[config.mk]
export PLATFORM = sky130hd
export DESIGN_NAME = aquarium_mode_sequencer
export DESIGN_NICKNAME = d
export VERILOG_FILES = /design/src/rtl/aquarium_pkg.sv /design/src/rtl/aq_dwell_timer.sv /design/src/rtl/aquarium_mode_sequencer.sv
export SDC_FILE = /design/constraint.sdc
export NUM_CORES = 1
export LEC_CHECK = 0
export CAP_MARGIN = 15
export CORE_ASPECT_RATIO = 1.1
export CORE_MARGIN = 3
export CORE_UTILIZATION = 43
export DETAILED_ROUTE_END_ITERATION = 10
export GPL_TIMING_DRIVEN = 1
export PLACE_DENSITY_LB_ADDON = 0.05
export SLEW_MARGIN = 20
export SYNTH_ARGS = -nofsm -noshare
export SYNTH_HDL_FRONTEND = slang
export SYNTH_HIERARCHICAL = 1
export SYNTH_SLANG_ARGS = --single-unit
[constraint.sdc]
create_clock -name CLK -period 3.16 [get_ports CLK]
set_clock_uncertainty 0.15 [all_clocks]
set_input_delay 0.79 -clock CLK [delete_from_list [all_inputs] [get_ports CLK]]
set_output_delay 0.79 -clock CLK [all_outputs]
set_load 0.01 [all_outputs]
[src/rtl/aquarium_pkg.sv]
// Shared constants for the aquarium mode sequencer: state codes, mux selects, fault bit indices.
package aquarium_pkg;

  localparam int unsigned DATA_W = 8;

  typedef logic [2:0] state_t;

  localparam state_t ST_IDLE  = 3'd0;
  localparam state_t ST_LOAD  = 3'd1;
  localparam state_t ST_COUNT = 3'd2;
  localparam state_t ST_CLEAN = 3'd3;
  localparam state_t ST_TEMP  = 3'd4;
  localparam state_t ST_FOOD  = 3'd5;
  localparam state_t ST_SALT  = 3'd6;
  localparam state_t ST_ERROR = 3'd7;

  localparam logic [4:0] SEL_NONE  = 5'b00000;
  localparam logic [4:0] SEL_COUNT = 5'b00001;
  localparam logic [4:0] SEL_CLEAN = 5'b00010;
  localparam logic [4:0] SEL_TEMP  = 5'b00100;
  localparam logic [4:0] SEL_FOOD  = 5'b01000;
  localparam logic [4:0] SEL_SALT  = 5'b10000;
  localparam logic [4:0] SEL_ERROR = 5'b11111;

  localparam int unsigned FAULT_CLEAN = 0;
  localparam int unsigned FAULT_TEMP  = 1;
  localparam int unsigned FAULT_FOOD  = 2;
  localparam int unsigned FAULT_SALT  = 3;

  function automatic logic [4:0] sel_of(state_t st);
    logic [4:0] sel;
    sel = SEL_NONE;
    case (st)
      ST_COUNT: sel = SEL_COUNT;
      ST_CLEAN: sel = SEL_CLEAN;
      ST_TEMP:  sel = SEL_TEMP;
      ST_FOOD:  sel = SEL_FOOD;
      ST_SALT:  sel = SEL_SALT;
      ST_ERROR: sel = SEL_ERROR;
      default:  sel = SEL_NONE;
    endcase
    return sel;
  endfunction

endpackage

[src/rtl/aq_dwell_timer.sv]
// Loadable down-counter; done is high on the last cycle of a DWELL-cycle dwell.
module aq_dwell_timer #(
  parameter int unsigned DWELL = 4
) (
  input  logic CLK,
  input  logic reset,
  input  logic load,
  output logic done
);

  localparam int unsigned TW = (DWELL > 1) ? $clog2(DWELL) : 1;

  logic [TW-1:0] cnt_q;

  always_ff @(posedge CLK or posedge reset) begin
    if (reset) begin
      cnt_q <= '0;
    end else if (load) begin
      cnt_q <= TW'(DWELL - 1);
    end else if (cnt_q != '0) begin
      cnt_q <= cnt_q - TW'(1);
    end
  end

  assign done = (cnt_q == '0);

endmodule

[src/rtl/aquarium_mode_sequencer.sv]
// Loads the four sensor registers, then steps the display mux through each mode,
// dropping into error mode on the first out-of-limit sensor.
module aquarium_mode_sequencer
  import aquarium_pkg::*;
#(
  parameter int unsigned        DWELL     = 4,
  parameter int unsigned        CNT_W     = 8,
  parameter logic [DATA_W-1:0]  CLEAN_MIN = 8'd10,
  parameter logic [DATA_W-1:0]  TEMP_MIN  = 8'd20,
  parameter logic [DATA_W-1:0]  TEMP_MAX  = 8'd30,
  parameter logic [DATA_W-1:0]  FOOD_MIN  = 8'd5,
  parameter logic [DATA_W-1:0]  SALT_MAX  = 8'd200
) (
  input  logic              CLK,
  input  logic              reset,
  input  logic              run,
  input  logic              err_clear,
  input  logic [DATA_W-1:0] q_clean,
  input  logic [DATA_W-1:0] q_temp,
  input  logic [DATA_W-1:0] q_food,
  input  logic [DATA_W-1:0] q_salt,
  output logic [3:0]        load_en,
  output logic [4:0]        select,
  output logic [CNT_W-1:0]  round_count,
  output logic [3:0]        fault,
  output logic              busy
);

  state_t           state_q, state_d;
  logic [3:0]       fault_q, fault_d;
  logic [3:0]       load_en_q;
  logic [4:0]       select_q;
  logic [CNT_W-1:0] count_q;
  logic             busy_q;
  logic             dwell_done, dwell_load;
  logic             pass_clean, pass_temp, pass_food, pass_salt;

  assign pass_clean = (q_clean >= CLEAN_MIN);
  assign pass_temp  = (q_temp >= TEMP_MIN) && (q_temp <= TEMP_MAX);
  assign pass_food  = (q_food >= FOOD_MIN);
  assign pass_salt  = (q_salt <= SALT_MAX);

  // Reload the dwell counter on every state change so each mode starts a fresh dwell.
  assign dwell_load = (state_d != state_q);

  aq_dwell_timer #(
    .DWELL (DWELL)
  ) u_dwell_timer (
    .CLK   (CLK),
    .reset (reset),
    .load  (dwell_load),
    .done  (dwell_done)
  );

  always_comb begin
    state_d = state_q;
    fault_d = fault_q;
    case (state_q)
      ST_IDLE:  if (run) state_d = ST_LOAD;
      ST_LOAD:  state_d = ST_COUNT;
      ST_COUNT: if (dwell_done) state_d = ST_CLEAN;
      ST_CLEAN: if (dwell_done) begin
        if (pass_clean) begin
          state_d = ST_TEMP;
        end else begin
          state_d = ST_ERROR;
          fault_d[FAULT_CLEAN] = 1'b1;
        end
      end
      ST_TEMP: if (dwell_done) begin
        if (pass_temp) begin
          state_d = ST_FOOD;
        end else begin
          state_d = ST_ERROR;
          fault_d[FAULT_TEMP] = 1'b1;
        end
      end
      ST_FOOD: if (dwell_done) begin
        if (pass_food) begin
          state_d = ST_SALT;
        end else begin
          state_d = ST_ERROR;
          fault_d[FAULT_FOOD] = 1'b1;
        end
      end
      ST_SALT: if (dwell_done) begin
        if (pass_salt) begin
          state_d = run ? ST_LOAD : ST_IDLE;
        end else begin
          state_d = ST_ERROR;
          fault_d[FAULT_SALT] = 1'b1;
        end
      end
      ST_ERROR: if (err_clear) begin
        state_d = ST_IDLE;
        fault_d = '0;
      end
      default: state_d = ST_IDLE;
    endcase
  end

  // Outputs are decoded from the next state so they change on the same edge as the state.
  always_ff @(posedge CLK or posedge reset) begin
    if (reset) begin
      state_q   <= ST_IDLE;
      fault_q   <= '0;
      load_en_q <= '0;
      select_q  <= SEL_NONE;
      count_q   <= '0;
      busy_q    <= 1'b0;
    end else begin
      state_q   <= state_d;
      fault_q   <= fault_d;
      load_en_q <= (state_d == ST_LOAD) ? 4'b1111 : 4'b0000;
      select_q  <= sel_of(state_d);
      busy_q    <= (state_d != ST_IDLE) && (state_d != ST_ERROR);
      if (state_d == ST_LOAD) begin
        count_q <= count_q + CNT_W'(1);
      end
    end
  end

  assign load_en     = load_en_q;
  assign select      = select_q;
  assign round_count = count_q;
  assign fault       = fault_q;
  assign busy        = busy_q;

endmodule
* Word-level counts from Yosys, hierarchy flattened *
Index checks and enable logic that the tools add are counted.

storage, ports and cells
  flip-flop bits (word level) = 27
  bits of input ports = 36
  output and inout bits = 22
  word-level logic and storage cells = 87

cells by class
  add/subtract/negate cells = 2
  $lt $le $gt $ge = 5
  equal/unequal tests = 25
  multiplexer cells = 30
  reduce and logical (&&, ||, !) cells = 15

operators with widths
  kind                                                                count
  case mux 5 bit (6 select lines)                                     1
  == test 3 bit (second input constant)                               8
  2-to-1 mux 3 bit                                                    8
  case mux 3 bit (8 select lines)                                     1
  inequality test 2 bit (second input constant)                       9
  AND reduction 4 bit                                                 4
  == test 3 x 2 -> 1 bit (second input constant)                      4
  nonzero test 2 bit                                                  6
  2-to-1 mux 1 bit                                                    10
  adder 8 x 1 -> 8 bit (second input constant)                        1
  greater-or-equal comparator 8 x 3 -> 1 bit (second input constant)  1
  greater-or-equal comparator 8 x 4 -> 1 bit (second input constant)  1
  greater-or-equal comparator 8 x 5 -> 1 bit (second input constant)  1
  <= comparator 8 x 5 -> 1 bit (second input constant)                1
  <= comparator 8 bit (second input constant)                         1
  2-to-1 mux 2 bit                                                    4
  2-to-1 mux 4 bit                                                    2
  case mux 1 bit (2 select lines)                                     4
  == test 3 x 1 -> 1 bit (second input constant)                      2
  logical NOT 3 bit                                                   1
  inequality test 3 bit                                               1
  inequality test 3 bit (second input constant)                       1
  nonzero test 3 bit                                                  1
  logical AND 1 bit                                                   2
  other kinds (2)                                                     2

* Longest topological paths before layout *
  depth after elaboration = 7
  depth in mapped cells = 11
  gate-level depth less buffers = 9

* Modules after synthesis *
Netlist, hierarchy kept.

modules (own cells, without submodules)
  module                   times used  cells an instance  area an instance (sq um)  seq. area each (sq um)
  aquarium_mode_sequencer  1           131                1363.8                    550.5
  aq_dwell_timer           1           11                 108.9                     50.0

* Least setup slack after synthesis *
OpenSTA, ideal clock, no wires.

  kind = input to register
  from = in q_temp[7]
  to = reg count_q[1] (netlist: round_count[1])
  library setup time = 0.128 ns
  arrival time = 2.411 ns
  data required time = 2.882 ns
  setup slack = 0.472 ns
  cell stages on the path = 6
  buffers on the path = 0
  cell sequence = or4b_4 > o311ai_4 > o21a_4 > nand2_8 > nor3_4 > mux2_1

on the way
  longest elaborated chain between the ends = 6
  elaborated cells on any way between the ends = 7
  those cells by class = 2 x order compare; 1 x eq/ne; 3 x mux; 1 x reduce/logical

RTL lines
  what                                                                                               RTL line                        text
  start, declared                                                                                    aquarium_mode_sequencer.sv:19   input logic [DATA_W-1:0] q_temp,
  greater-or-equal comparator 8 x 5 -> 1 bit / <= comparator 8 x 5 -> 1 bit (equally long branches)  aquarium_mode_sequencer.sv:39   assign pass_temp = (q_temp >= TEMP_MIN) && (q_temp <= TEMP_MAX);
  logical AND 1 bit *                                                                                aquarium_mode_sequencer.sv:39
  2-to-1 mux 2 bit *                                                                                 aquarium_mode_sequencer.sv:71   if (pass_temp) begin
  2-to-1 mux 3 bit *                                                                                 aquarium_mode_sequencer.sv:70   ST_TEMP: if (dwell_done) begin
  case mux 3 bit (8 select lines) *                                                                  aquarium_mode_sequencer.sv:58   case (state_q)
  net state_d[1]                                                                                     aquarium_mode_sequencer.sv:29   state_t state_q, state_d;
  == test 3 x 1 -> 1 bit *                                                                           aquarium_mode_sequencer.sv:117  if (state_d == ST_LOAD) begin
  end signal, assigned                                                                               aquarium_mode_sequencer.sv:118  count_q <= count_q + CNT_W'(1);
  end, declared                                                                                      aquarium_mode_sequencer.sv:33   logic [CNT_W-1:0] count_q;

The timed path passes the listed nets; every way through them passes the cells marked *.
A chain may end at the register's enable or synchronous reset.

* Final worst setup path *
Same ends and word-level chain as after synthesis.

==> results by group <==
Status
  – Outcome: complete, no violations

Critical path
  – R2R Setup Slk: 0.58 ns
  – Worst R2R Path Depth: 10
  – Crit. End Element: flop
  – Crit-path max FO: 8
  – CP required: 3.23 ns
  – Worst Path Arrival: 2.88 ns
  – Startpoint types: input port
  – Reg2reg end: u_dwell_timer/cnt_q[1]
  – Critical path class: in2reg
  – Launch point of the worst reg-to-reg path: u_dwell_timer/cnt_q[0]

Placed design
  – Placed insts: 230
  – Buffers added on ports: 56
  – Dpl hpwl: 2.753 mm
  – GP Congestion: 0.8083

Global routing
  – First-pass GRT wire length: 5.582 mm
  – Grt total ovfl: 0
  – Total Routing Usage GR: 17.91%
  – Initial antenna violation count: 0
  – Vias in the first global route: 1272
  – Largest net degree at the start of global routing: 23

Clock network
  – CTS clk-pin slew, worst paths: 0.14 ns
  – Clock Sinks: 24
  – CTS tree: yes
  – Clock latency on the worst-skew pair: 0.32 ns
  – Hold buffers post-CTS: 0
  – Root buf cell: clkbuf_4
  – H-tree levels: 1
  – Post-CTS setup-driven buffer insertion count: 0
  – Num CTS Buffers: 3
  – Post-CTS sizing: 0
  – Maximum clock path buffer count: 2

Synth
  – Post-Syn Area: 1473 um2
  – Count leader, synth: dfrtp_1
  – Count of flip-flops with a built-in enable after synthesis: 0
  – Post-synthesis cell count: 142
  – Syn_area_per_cell: 10.37 um2
  – Yosys top cell area share: 40.78%
  – FF+latch count, synth: 24
  – Post-synth top area cell: dfrtp_1
  – Post-synthesis sequential area ratio: 40.78%
  – Synth cell count leaders: dfrtp_1, nand2_1, xor2_1
  – Post-synth ARST share: 100.0%
  – Dominant synthesized flop cell: dfrtp_1
  – Netlist cell types: 49
  – Yosys Warn Count: 6
  – Post-synth net total: 180
  – Synth top area cells: dfrtp_1, xor2_1, nor4_2

Job
  – Max Cap Viol: 0

Timing
  – Setup TNS: 0 ns
  – Final setup fails: 0
  – Slew Limit Fails: 0
  – Final worst-path cycle share: 88.94%
  – Final Hold Fails: 0
  – Worst-Margin Slew: 0.8560 ns
  – Unrepaired setup endpoints after global routing: no
  – Worst relative slew slack: 42.87%
  – Fmax achieved: 355.8 MHz
  – Post-layout min period: 2.810 ns

Pwr
  – Power share of the combinational group: 58.1%
  – Int Pwr: 0.001017 W
  – Seq pwr share: 28.9%
  – Sw power: 0.0007172 W
  – Max VDD drop: 0.4007 mV
  – Power Density: 819.2 nW/um2
  – Sw frac: 41.35%
  – Clock share of power: 13.0%
  – Lkg Pwr: 0.9036 nW

Routing
  – Iter 0 DRT Violations: 35
  – Routed WL: 3.424 mm
  – Via count: 1298
  – DRC: 0
  – Routed Antenna Nets: 0
  – Vias per cell: 5.547
  – Drt wl/cell: 14.63 um
  – DR pass1 iterations: 4

Final layout
  – Layout area overhead: 43.76%
  – Share of layout cells above drive strength 1: 14.50%
  – Fillers: 262
  – # diodes: 0
  – Final std cells w/o fill: 234
  – Nets@finish: 239
  – Post-layout util: 67.14%

Die
  – X dimension of the die: 61.80 um
  – Rows: 21
  – Core ar.: 3153 um2
  – Die area: 4164 um2
  – Die Ht: 67.38 um
  – I/O pin count: 58
  – Initial Util: 46.71%

Worst hold path
  – Hold endpoint: round_count[7]
  – Hold Path Depth: 1
  – HP Class: reg2reg
  – Hold wc startpoint: round_count[7]
==> cell usage in the layout (no fill, tap or decap), types with 2 or more instances in the layout <==
cell             count
a21o_1               2
a21oi_1              7
a31oi_1              4
and2_1               2
and3_1               2
buf_4                6
clkbuf_4             3
clkdlybuf4s50_1     56
dfrtp_1             24
ha_1                 2
inv_1                7
nand2_1              9
nand2b_1             5
nand3_1              6
nand4_1              2
nor2_1               7
nor3_1               4
nor4_2               5
o211ai_1             4
o21ai_0              4
o41ai_1              2
xnor2_1              2
xor2_1               8
==> power groups by stage <==
stage / logic, W / clock network [W] / registers [W]
finish: 0.00101 / 0.000225 / 0.000502
global route: 0.00110 / 0.000238 / 0.000518
CTS: 0.00101 / 0.000229 / 0.000502
detailed placement: 0.00101 / 0 / 0.000508
global placement: 0.000973 / 0 / 0.000503
floorplan: 0.000693 / 0 / 0.000488
==> cell type report <==
class | count | area (um2) | share of cell area (%)
Timing Repair Buffer | 63 | 625.6 | 29.55
Inverter | 9 | 40.04 | 1.891
Sequential cell | 24 | 600.6 | 28.37
Clock buffer | 3 | 22.52 | 1.064
Tap cell | 34 | 42.54 | 2.009
Multi-Input combinational cell | 100 | 755.7 | 35.70
Clock inverter | 1 | 30.03 | 1.418
==> how the worst max path moves through the flow <==
stage	endpoint	cells past startpoint	start	slack (ns)
after floorplan	round_count[1]	6	q_temp[7]	0.47
after CTS	round_count[1]	7	q_temp[7]	0.35
after detailed placement	round_count[1]	7	q_temp[7]	0.001
after global placement	round_count[1]	7	q_temp[7]	0.04
final	round_count[1]	7	q_temp[7]	0.35
after global routing	round_count[1]	8	q_clean[7]	0.25
==> critical path, stage by stage <==
cell             delay [ns]
clkdlybuf4s50_1        0.40
or4b_4                 0.55
o311ai_4               0.34
o21a_4                 0.23
nand2_8                0.09
nor3_4                 0.13
mux2_1                 0.34
==> per-layer routing <==
metal  track usage, %  up-vias  wire length, um
li1                 -      629                -
met1            23.10      618             1443
met2            31.15       47             1778
met3            2.677        4              173
met4            3.979        0               28
met5                0        -                0
==> logic make-up after synthesis <==
family	count (synthesis)	share of synthesized area, %
adder cells (fa/ha/maj)	2	1.699
buffers and inverters	18	7.901
AO/OA/AOI/OAI	36	19.29
multiplexers	2	1.444
AND/OR/NAND/NOR	50	22.94
XOR/XNOR	10	5.948
flip-flops	24	40.78
==> state kept, by name, summed over array words and instances, names as in the netlist <==
signal               cells
busy                     1
fault                    4
load_en                  1
round_count              8
select                   5
state_q                  3
u_dwell_timer/cnt_q      2
==> stage by stage <==
stage               hold WS [ns]  total power [W]  instance area (um2)  setup slack [ns]
global route              0.3580         0.001854                 2117            0.2486
global placement          0.3072         0.001476                 2064           0.04355
detailed placement        0.3057         0.001513                 2064          0.001004
floorplan                 0.3364         0.001181                 1473            0.4715
finish                    0.3288         0.001734                 2117            0.3496
CTS                       0.3351         0.001744                 2117            0.3505
(Power assumes the default switching activity.)
